`src/rtl/star_pkg.sv`:
```
// Shared types and helpers for the star extent finder and its frame-buffer clients.
package star_pkg;
    typedef enum logic [3:0] {
        ST_IDLE, ST_SEED, ST_R, ST_L, ST_CX, ST_D, ST_U, ST_CY, ST_DONE
    } state_t;

    localparam int DEF_X_RES     = 60;
    localparam int DEF_Y_RES     = 60;
    localparam int DEF_THRESHOLD = 0;

    function automatic logic lit(input logic [31:0] pix, input logic [31:0] thr);
        return pix > thr;
    endfunction
endpackage

```
`src/rtl/pixel_addr_gen.sv`:
```
// Linear frame-buffer address from (x, y): y*X_RES + x, zero-extended to AW bits.
module pixel_addr_gen #(
    parameter int X_RES = 60,
    parameter int XW    = 6,
    parameter int YW    = 6,
    parameter int AW    = 12
) (
    input  logic [XW-1:0] x,
    input  logic [YW-1:0] y,
    output logic [AW-1:0] addr
);
    localparam logic [AW-1:0] ROW = AW'(X_RES);

    assign addr = AW'(y) * ROW + AW'(x);
endmodule

```
`src/rtl/star_bbox_finder.sv`:
```
// Scans the frame buffer outward from a lit seed to find the star's extents and centre.
module star_bbox_finder
    import star_pkg::*;
#(
    parameter int X_RES     = DEF_X_RES,
    parameter int Y_RES     = DEF_Y_RES,
    parameter int XW        = 6,
    parameter int YW        = 6,
    parameter int AW        = 12,
    parameter int PW        = 3,
    parameter int THRESHOLD = DEF_THRESHOLD
) (
    input  logic          clk,
    input  logic          reset,
    input  logic          start,
    input  logic [XW-1:0] seed_x,
    input  logic [YW-1:0] seed_y,
    output logic          rd_en,
    output logic [AW-1:0] rd_addr,
    input  logic [PW-1:0] rd_data,
    output logic          busy,
    output logic          done,
    output logic          seed_dark,
    output logic [XW-1:0] left,
    output logic [XW-1:0] right,
    output logic [YW-1:0] top,
    output logic [YW-1:0] bottom,
    output logic [XW-1:0] cx,
    output logic [YW-1:0] cy
);
    state_t        st, stNext;
    logic          ph, phNext;          // 0: ISSUE, 1: CHECK
    logic [XW-1:0] sx, sy_x_unused_guard;
    logic [YW-1:0] sy;
    logic [XW-1:0] nSx, nLeft, nRight, nCx;
    logic [YW-1:0] nSy, nTop, nBottom, nCy;
    logic          nSeedDark;
    logic          goR, goL, goD, goU;
    logic          pixLit;
    logic [XW:0]   cxSum;
    logic [YW:0]   cySum;
    logic [XW-1:0] rdX;
    logic [YW-1:0] rdY;

    assign sy_x_unused_guard = '0;
    assign pixLit = lit(32'(rd_data), 32'(THRESHOLD));
    assign cxSum  = {1'b0, left} + {1'b0, right};
    assign cySum  = {1'b0, top} + {1'b0, bottom};

    always_ff @(posedge clk or posedge reset) begin
        if (reset) begin
            st        <= ST_IDLE;
            ph        <= 1'b0;
            sx        <= '0;
            sy        <= '0;
            left      <= '0;
            right     <= '0;
            top       <= '0;
            bottom    <= '0;
            cx        <= '0;
            cy        <= '0;
            seed_dark <= 1'b0;
        end else begin
            st        <= stNext;
            ph        <= phNext;
            sx        <= nSx;
            sy        <= nSy;
            left      <= nLeft;
            right     <= nRight;
            top       <= nTop;
            bottom    <= nBottom;
            cx        <= nCx;
            cy        <= nCy;
            seed_dark <= nSeedDark;
        end
    end

    always_comb begin
        stNext    = st;
        phNext    = 1'b0;
        nSx       = sx;
        nSy       = sy;
        nLeft     = left;
        nRight    = right;
        nTop      = top;
        nBottom   = bottom;
        nCx       = cx;
        nCy       = cy;
        nSeedDark = seed_dark;
        goR       = 1'b0;
        goL       = 1'b0;
        goD       = 1'b0;
        goU       = 1'b0;

        case (st)
            ST_IDLE: if (start) begin
                nSx       = seed_x;
                nSy       = seed_y;
                nLeft     = seed_x;
                nRight    = seed_x;
                nCx       = seed_x;
                nTop      = seed_y;
                nBottom   = seed_y;
                nCy       = seed_y;
                nSeedDark = 1'b0;
                stNext    = ST_SEED;
            end
            ST_SEED: begin
                if (!ph) phNext = 1'b1;
                else if (pixLit) goR = 1'b1;
                else begin
                    nSeedDark = 1'b1;
                    stNext    = ST_DONE;
                end
            end
            ST_R: begin
                if (!ph) phNext = 1'b1;
                else if (pixLit) begin
                    nRight = right + XW'(1);
                    goR    = 1'b1;
                end else goL = 1'b1;
            end
            ST_L: begin
                if (!ph) phNext = 1'b1;
                else if (pixLit) begin
                    nLeft = left - XW'(1);
                    goL   = 1'b1;
                end else stNext = ST_CX;
            end
            ST_CX: begin
                nCx     = cxSum[XW:1];
                nTop    = sy;
                nBottom = sy;
                goD     = 1'b1;
            end
            ST_D: begin
                if (!ph) phNext = 1'b1;
                else if (pixLit) begin
                    nBottom = bottom + YW'(1);
                    goD     = 1'b1;
                end else goU = 1'b1;
            end
            ST_U: begin
                if (!ph) phNext = 1'b1;
                else if (pixLit) begin
                    nTop = top - YW'(1);
                    goU  = 1'b1;
                end else stNext = ST_CY;
            end
            ST_CY: begin
                nCy    = cySum[YW:1];
                stNext = ST_DONE;
            end
            ST_DONE: stNext = ST_IDLE;
            default: stNext = ST_IDLE;
        endcase

        // A scan already at the frame edge falls through to the next one without spending a read.
        if (goR) begin
            if (int'(nRight) < X_RES - 1) stNext = ST_R;
            else goL = 1'b1;
        end
        if (goL) stNext = (nLeft != '0) ? ST_L : ST_CX;
        if (goD) begin
            if (int'(nBottom) < Y_RES - 1) stNext = ST_D;
            else goU = 1'b1;
        end
        if (goU) stNext = (nTop != '0) ? ST_U : ST_CY;
    end

    always_comb begin
        rdX = '0;
        rdY = '0;
        case (st)
            ST_SEED: begin rdX = sx;             rdY = sy;              end
            ST_R:    begin rdX = right + XW'(1); rdY = sy;              end
            ST_L:    begin rdX = left - XW'(1);  rdY = sy;              end
            ST_D:    begin rdX = cx;             rdY = bottom + YW'(1); end
            ST_U:    begin rdX = cx;             rdY = top - YW'(1);    end
            default: ;
        endcase
    end

    assign rd_en = !ph && (st == ST_SEED || st == ST_R || st == ST_L ||
                           st == ST_D || st == ST_U);
    assign busy  = (st != ST_IDLE);
    assign done  = (st == ST_DONE);

    pixel_addr_gen #(.X_RES(X_RES), .XW(XW), .YW(YW), .AW(AW)) uAddr (
        .x    (rdX),
        .y    (rdY),
        .addr (rd_addr)
    );
endmodule

```
`config.mk`:
```
export PLATFORM = sky130hd
export DESIGN_NAME = star_bbox_finder
export DESIGN_NICKNAME = d
export VERILOG_FILES = /design/src/rtl/star_pkg.sv /design/src/rtl/pixel_addr_gen.sv /design/src/rtl/star_bbox_finder.sv
export SDC_FILE = /design/constraint.sdc
export NUM_CORES = 1
export LEC_CHECK = 0
export BUFFER_PORTS_ARGS = -buffer_cell sky130_fd_sc_hd__buf_2
export CAP_MARGIN = 40
export CORE_ASPECT_RATIO = 0.75
export CORE_MARGIN = 5
export CORE_UTILIZATION = 35
export CTS_CLUSTER_DIAMETER = 50
export DETAILED_ROUTE_END_ITERATION = 7
export GPL_ROUTABILITY_DRIVEN = 0
export PLACE_DENSITY_LB_ADDON = 0.3
export SYNTH_ARGS = -nofsm -noshare
export SYNTH_HDL_FRONTEND = slang
export SYNTH_SLANG_ARGS = --single-unit
export TNS_END_PERCENT = 20
```
`constraint.sdc`:
```
create_clock -name clk -period 6.52 [get_ports clk]
set_clock_uncertainty 0.1 [all_clocks]
set_input_delay 0.652 -clock clk [delete_from_list [all_inputs] [get_ports clk]]
set_output_delay 0.652 -clock clk [all_outputs]
set_load 0.1 [all_outputs]
```
# == Yosys cells after proc, flatten, opt, wreduce, memory -nomap -nowiden ==
# Cells that the tools add are included.
# word_totals
in_bits,18
output_inout_bits,52
word_cells,111
reg_bits,54
# op_classes
mul,1
n_mux,56
eq_ne,11
addsub,7
order_cmp,3
n_reduce_logical,22
# op_table
op,count
$mux W6,14
$pmux W6 S3,3
$mux W4,13
$pmux W6 S2,4
$pmux W4 S6,1
$pmux W6 S4,1
$eq A4 B3 Y1 const B,4
$mux W1,15
$add A6 B6 Y7,2
$add A12 B6 Y12,1
$add A6 B1 Y6 const B,2
$lt A6 B6 Y1 const B,2
$reduce_bool A6 Y1,2
$sub A6 B1 Y6 const B,2
$mul A6 B4 Y10 const B,1
$eq A4 B2 Y1 const B,2
$pmux W1 S2,4
$ne A2 B2 Y1 const B,3
$reduce_and A2 Y1,3
$reduce_bool A2 Y1,3
$reduce_or A3 Y1,2
$reduce_or A5 Y1,1
$eq A4 B1 Y1 const B,1
$eq A4 B4 Y1 const B,1
other kinds (9),13

# == Logic depth before layout (Yosys ltp) ==
# depth
depth_word,11
depth_mapped,19
depth_no_buf,17

# == By module ==
# A second synthesis with hierarchy kept.
# hier_totals
cells_unflattened,521
area_unflattened_um2,4515.6
# by_module_without_submodules
mod,n_inst,cells_each,area_each_um2,seq_area_each_um2
star_bbox_finder,1,423,3671.0,1351.3
pixel_addr_gen,1,98,844.6,0.0

# == Worst setup path after synthesis ==
# Ideal clock, no wire load.
# synth_timing
path_kind,register to output
from,reg top[0]
to,out rd_addr[11]
n_path_buf,1
path_slack_ns,-0.405
stages_incl_launch_ff,17
required_ns,5.768
t_arrival_ns,6.173
cell_sequence,dfrtp_1 -> clkbuf_1 -> inv_1 -> ha_1 -> nor3b_1 -> xnor2_1 -> nor2_1 -> a211oi_1 -> fa_1 -> inv_1 -> fa_1 -> ha_1 -> nor2b_1 -> o31ai_1 -> o311a_1 -> nand3_1 -> xnor2_1
# synth_between
elab_chain_len,4
# synth_lines
element,line_no,text
start: declaration,star_bbox_finder.sv:26,"output logic [YW-1:0] top,"
start signal: assignment,star_bbox_finder.sv:70,top <= nTop;
$sub A6 B1 Y6,star_bbox_finder.sv:179,ST_U: begin rdX = cx; rdY = top - YW'(1); end
$pmux W6 S3,star_bbox_finder.sv:174,case (st)
$mul A6 B4 Y10,pixel_addr_gen.sv:14,assign addr = AW'(y) * ROW + AW'(x);
$add A12 B6 Y12,pixel_addr_gen.sv:14,
end: declaration,star_bbox_finder.sv:19,"output logic [AW-1:0] rd_addr,"
# No other way between the ends.

# == Worst setup path after layout ==
# layout_timing
from,reg st[1]
to,out rd_addr[10]
# layout_between
elab_chain_len,5
# layout_lines
element,line_no,text
start: declaration,star_bbox_finder.sv:31,"state_t st, stNext;"
start signal: assignment,star_bbox_finder.sv:64,st <= stNext;
$eq A4 B1 Y1 / $eq A4 B2 Y1 (equally long branches),star_bbox_finder.sv:174,
$reduce_or A3 Y1 (no source line),-,
$pmux W6 S3,star_bbox_finder.sv:174,
$mul A6 B4 Y10,pixel_addr_gen.sv:14,
$add A12 B6 Y12 (*),pixel_addr_gen.sv:14,
# Mark *: on every way between the ends. The rest lies on a longest branch, timed or not.

==> flow_metrics.py <==
metrics = {
    "global_routing": {
        "overflow": 0,
        "track_usage_pct": 18.91,
        "grt_max_degree": 55,
        "first_global_vias": 4508,
        "antenna_found_initial": 0,
        "grt_pass1_wl_mm": 24.52,
    },
    "clocking": {
        "postCtsSetupBuffers": 0,
        "clkSinkCount": 54,
        "cts-resized-gates": 0,
        "cts_buffers": 5,
        "cts_tree": "yes",
        "hold_buffers": 0,
        "insertion_delay_ps": 300,
        "htree_levels": 2,
        "clock-root-buffer": "clkbuf_16",
        "clk_path_buf_depth": 2,
        "clkTransAtPathRegs_ps": 70,
    },
    "cells_and_area": {
        "register_area_sq_mm": 0.001351,
        "drive_above_1_share_pct": 16.94,
        "mostFrequentLayoutCells": "nand2_1, buf_2, dfrtp_1, nor2_1, ha_1",
        "n_antenna_cell": 0,
        "multiInputGateArea_sq_mm": 0.003127,
        "area_growth_pct": 15.10,
        "fin_cells": 785,
        "layout_commonest_cell": "nand2_1",
        "fin_nets": 672,
        "fin_area_sq_mm": 0.005418,
        "fillers": 1287,
    },
    "timing": {
        "fin_ws_ps": 459.9,
        "timing.final.crit_period_ps": 6060,
        "rsz0062_at_grt": "no",
        "slew_viol_final": 0,
        "setup_viol": 0,
        "worst_slew_pin_slew_ps": 892.6,
        "timing.final.crit_share_pct": 92.95,
        "final_hold_viol_count": 0,
        "max_freq_mhz": 165.0,
        "maxSlewHeadroom_pct": 40.34,
    },
    "floorplan": {
        "core_sq_mm": 0.01306,
        "io_pins": 70,
        "die_h_um": 110.4,
        "die-area_sq_mm": 0.01589,
        "die_w_um": 143.9,
        "initial_utilization_pct": 36.03,
        "fp-row-count": 36,
    },
    "place": {
        "dp_slack_ps": 870.4,
        "dp_hpwl_mm": 11.45,
        "placedCellCount": 777,
        "io_buffers": 69,
        "postPlaceCellArea_sq_mm": 0.005263,
    },
    "logic_synthesis": {
        "yosys.area_share.simple_pct": 21.16,
        "synthArstFlopShare_pct": 100.0,
        "post_synth_mux_area_share_pct": 1.967,
        "synth.distinct_cells": 68,
        "synth-main-ff-cell": "dfrtp_1",
        "synth_edf_count": 0,
        "syn_area_sq_mm": 0.004707,
        "ys_seq_elements": 54,
        "syn_inst": 557,
        "synth_top_family_by_area": "compound AO/OA/AOI/OAI gates",
        "synthXorXnorAreaFrac_pct": 6.885,
        "ys.warnings.count": 0,
        "synth_top_area_share_pct": 28.71,
        "synth_nets": 616,
        "ys_top_cells_by_area": "dfrtp_1, ha_1, nand2_1",
        "synth.avg_cell_area_sq_um": 8.451,
        "synth_adder_area_share_pct": 12.49,
        "synth_top_area_cell": "dfrtp_1",
        "synth-compound-area-share_pct": 23.66,
        "synth_seq_area_share_pct": 28.71,
    },
    "run": {
        "maxCapViolations": 0,
    },
    "min_path": {
        "hold_start": "sx[2]",
        "holdPathEnd": "sx[2]",
        "holdPathStages": 2,
        "hold_class": "register to register",
    },
    "detailed_routing": {
        "wl_per_cell_um": 19.17,
        "vias": 4617,
        "first_pass_iters": 4,
        "ant_nets": 0,
        "drtIter0Drc": 493,
        "routed_via_density": 5.882,
        "route.detailed.drc": 0,
        "wirelength_mm": 15.05,
    },
    "setup_path": {
        "crit_path_start_kind": "register",
        "reg2reg_slack_ps": 3010,
        "r2r_cells": 8,
        "cp.required_ps": 5770,
        "critPathKind": "register to primary output",
        "critPathCaptureType": "primary output",
        "cp_max_fo": 17,
        "reg2reg_to": "st[1]",
        "r2r_start": "st[1]",
        "cp.arrival_ps": 5310,
    },
    "run_status": {
        "status": "finished clean",
    },
}
worst max path at each step:
stage	start	end	slack [ps]	cells after the start
4_1_cts	st[1]	rd_addr[10]	520	16
3_5_place_dp	st[1]	rd_addr[10]	870	16
2_1_floorplan	top[0]	rd_addr[10]	-390	16
5_1_grt	st[1]	rd_addr[10]	10	16
3_3_place_gp	st[1]	rd_addr[10]	1110	16
6_report	st[1]	rd_addr[10]	460	16
registers in the layout, indices dropped and copies added (netlist names):
| signal | count |
|---|---|
| right | 6 |
| st | 4 |
| left | 6 |
| seed_dark | 1 |
| ph | 1 |
| bottom | 6 |
| cx | 6 |
| sx | 6 |
| cy | 6 |
| top | 6 |
| sy | 6 |
synth_stat cells (4+ instances only):
| cell | instances |
|---|---|
| a31o_2 | 4 |
| a21oi_1 | 23 |
| a211oi_1 | 6 |
| ha_1 | 31 |
| fa_1 | 10 |
| o31ai_1 | 6 |
| nand3_1 | 19 |
| or4_1 | 6 |
| a2bb2oi_1 | 6 |
| a31oi_1 | 12 |
| nor2b_1 | 9 |
| nand2_1 | 78 |
| nor4_1 | 4 |
| mux2i_1 | 7 |
| and3_1 | 5 |
| o211ai_1 | 9 |
| xor2_1 | 13 |
| o21a_1 | 6 |
| o21bai_1 | 5 |
| a22oi_1 | 10 |
| and2_1 | 5 |
| o311ai_0 | 4 |
| dfrtp_1 | 54 |
| nor3_1 | 12 |
| a21o_1 | 10 |
| buf_2 | 10 |
| clkbuf_1 | 18 |
| nor2_1 | 33 |
| or3_1 | 4 |
| o21ai_0 | 21 |
| inv_1 | 29 |
| xnor2_1 | 24 |
worst max-delay path: stages, from the launching register on:
cell	delay [ps]
dfrtp_1	680
nor2_1	240
nor2_1	470
a22oi_1	130
o21ai_1	230
xnor2_1	250
ha_1	330
fa_1	490
ha_1	300
a21o_1	180
a21oi_1	230
nor2b_1	80
o31ai_1	370
o311ai_1	230
nor3_1	300
xor2_1	280
buf_12	210
metrics by stage:
step           util, %  TNS, ps  hold WS, ps
6_report         41.48        0        381.0
5_1_grt          41.48        0        424.3
4_1_cts          41.48        0        387.0
3_5_place_dp     40.29        0        368.8
3_3_place_gp     40.29        0        364.3
2_1_floorplan        -   -746.2        346.7
routing by layer:
layer  share of wire [%]  vias to the layer above  global-route usage [%]
met5                   0                        -                       0
met4                 1.2                        0                   4.329
met3                 9.9                       17                   4.278
met2                  43                      245                   28.05
met1                  45                     2212                   27.83
li1                    -                     2143                       -
kinds of logic (layout without fill, tap and decap cells):
logic type                 count (synthesis)  after routing
DFF                                       54             54
xor gates and xnor gates                  37             37
and+or+nand+nor                          197            197
buffers and inverters                     61            118
adders and majority gates                 41             41
AOI/OAI and AO/OA                        158            158
muxes                                      9              9
cell type report:
cell class | count | share of cell area [%]
Clock buffer | 6 | 2.564
Sequential cell | 54 | 24.94
Clock inverter | 2 | 0.3002
Multi-Input combinational cell | 442 | 57.71
Tap cell | 171 | 3.949
Timing Repair Buffer | 80 | 8.453
Inverter | 30 | 2.079
Power is left out: the tool's default activity adds up to more than one toggle a clock period on the data nets, which glitch-free logic cannot reach.
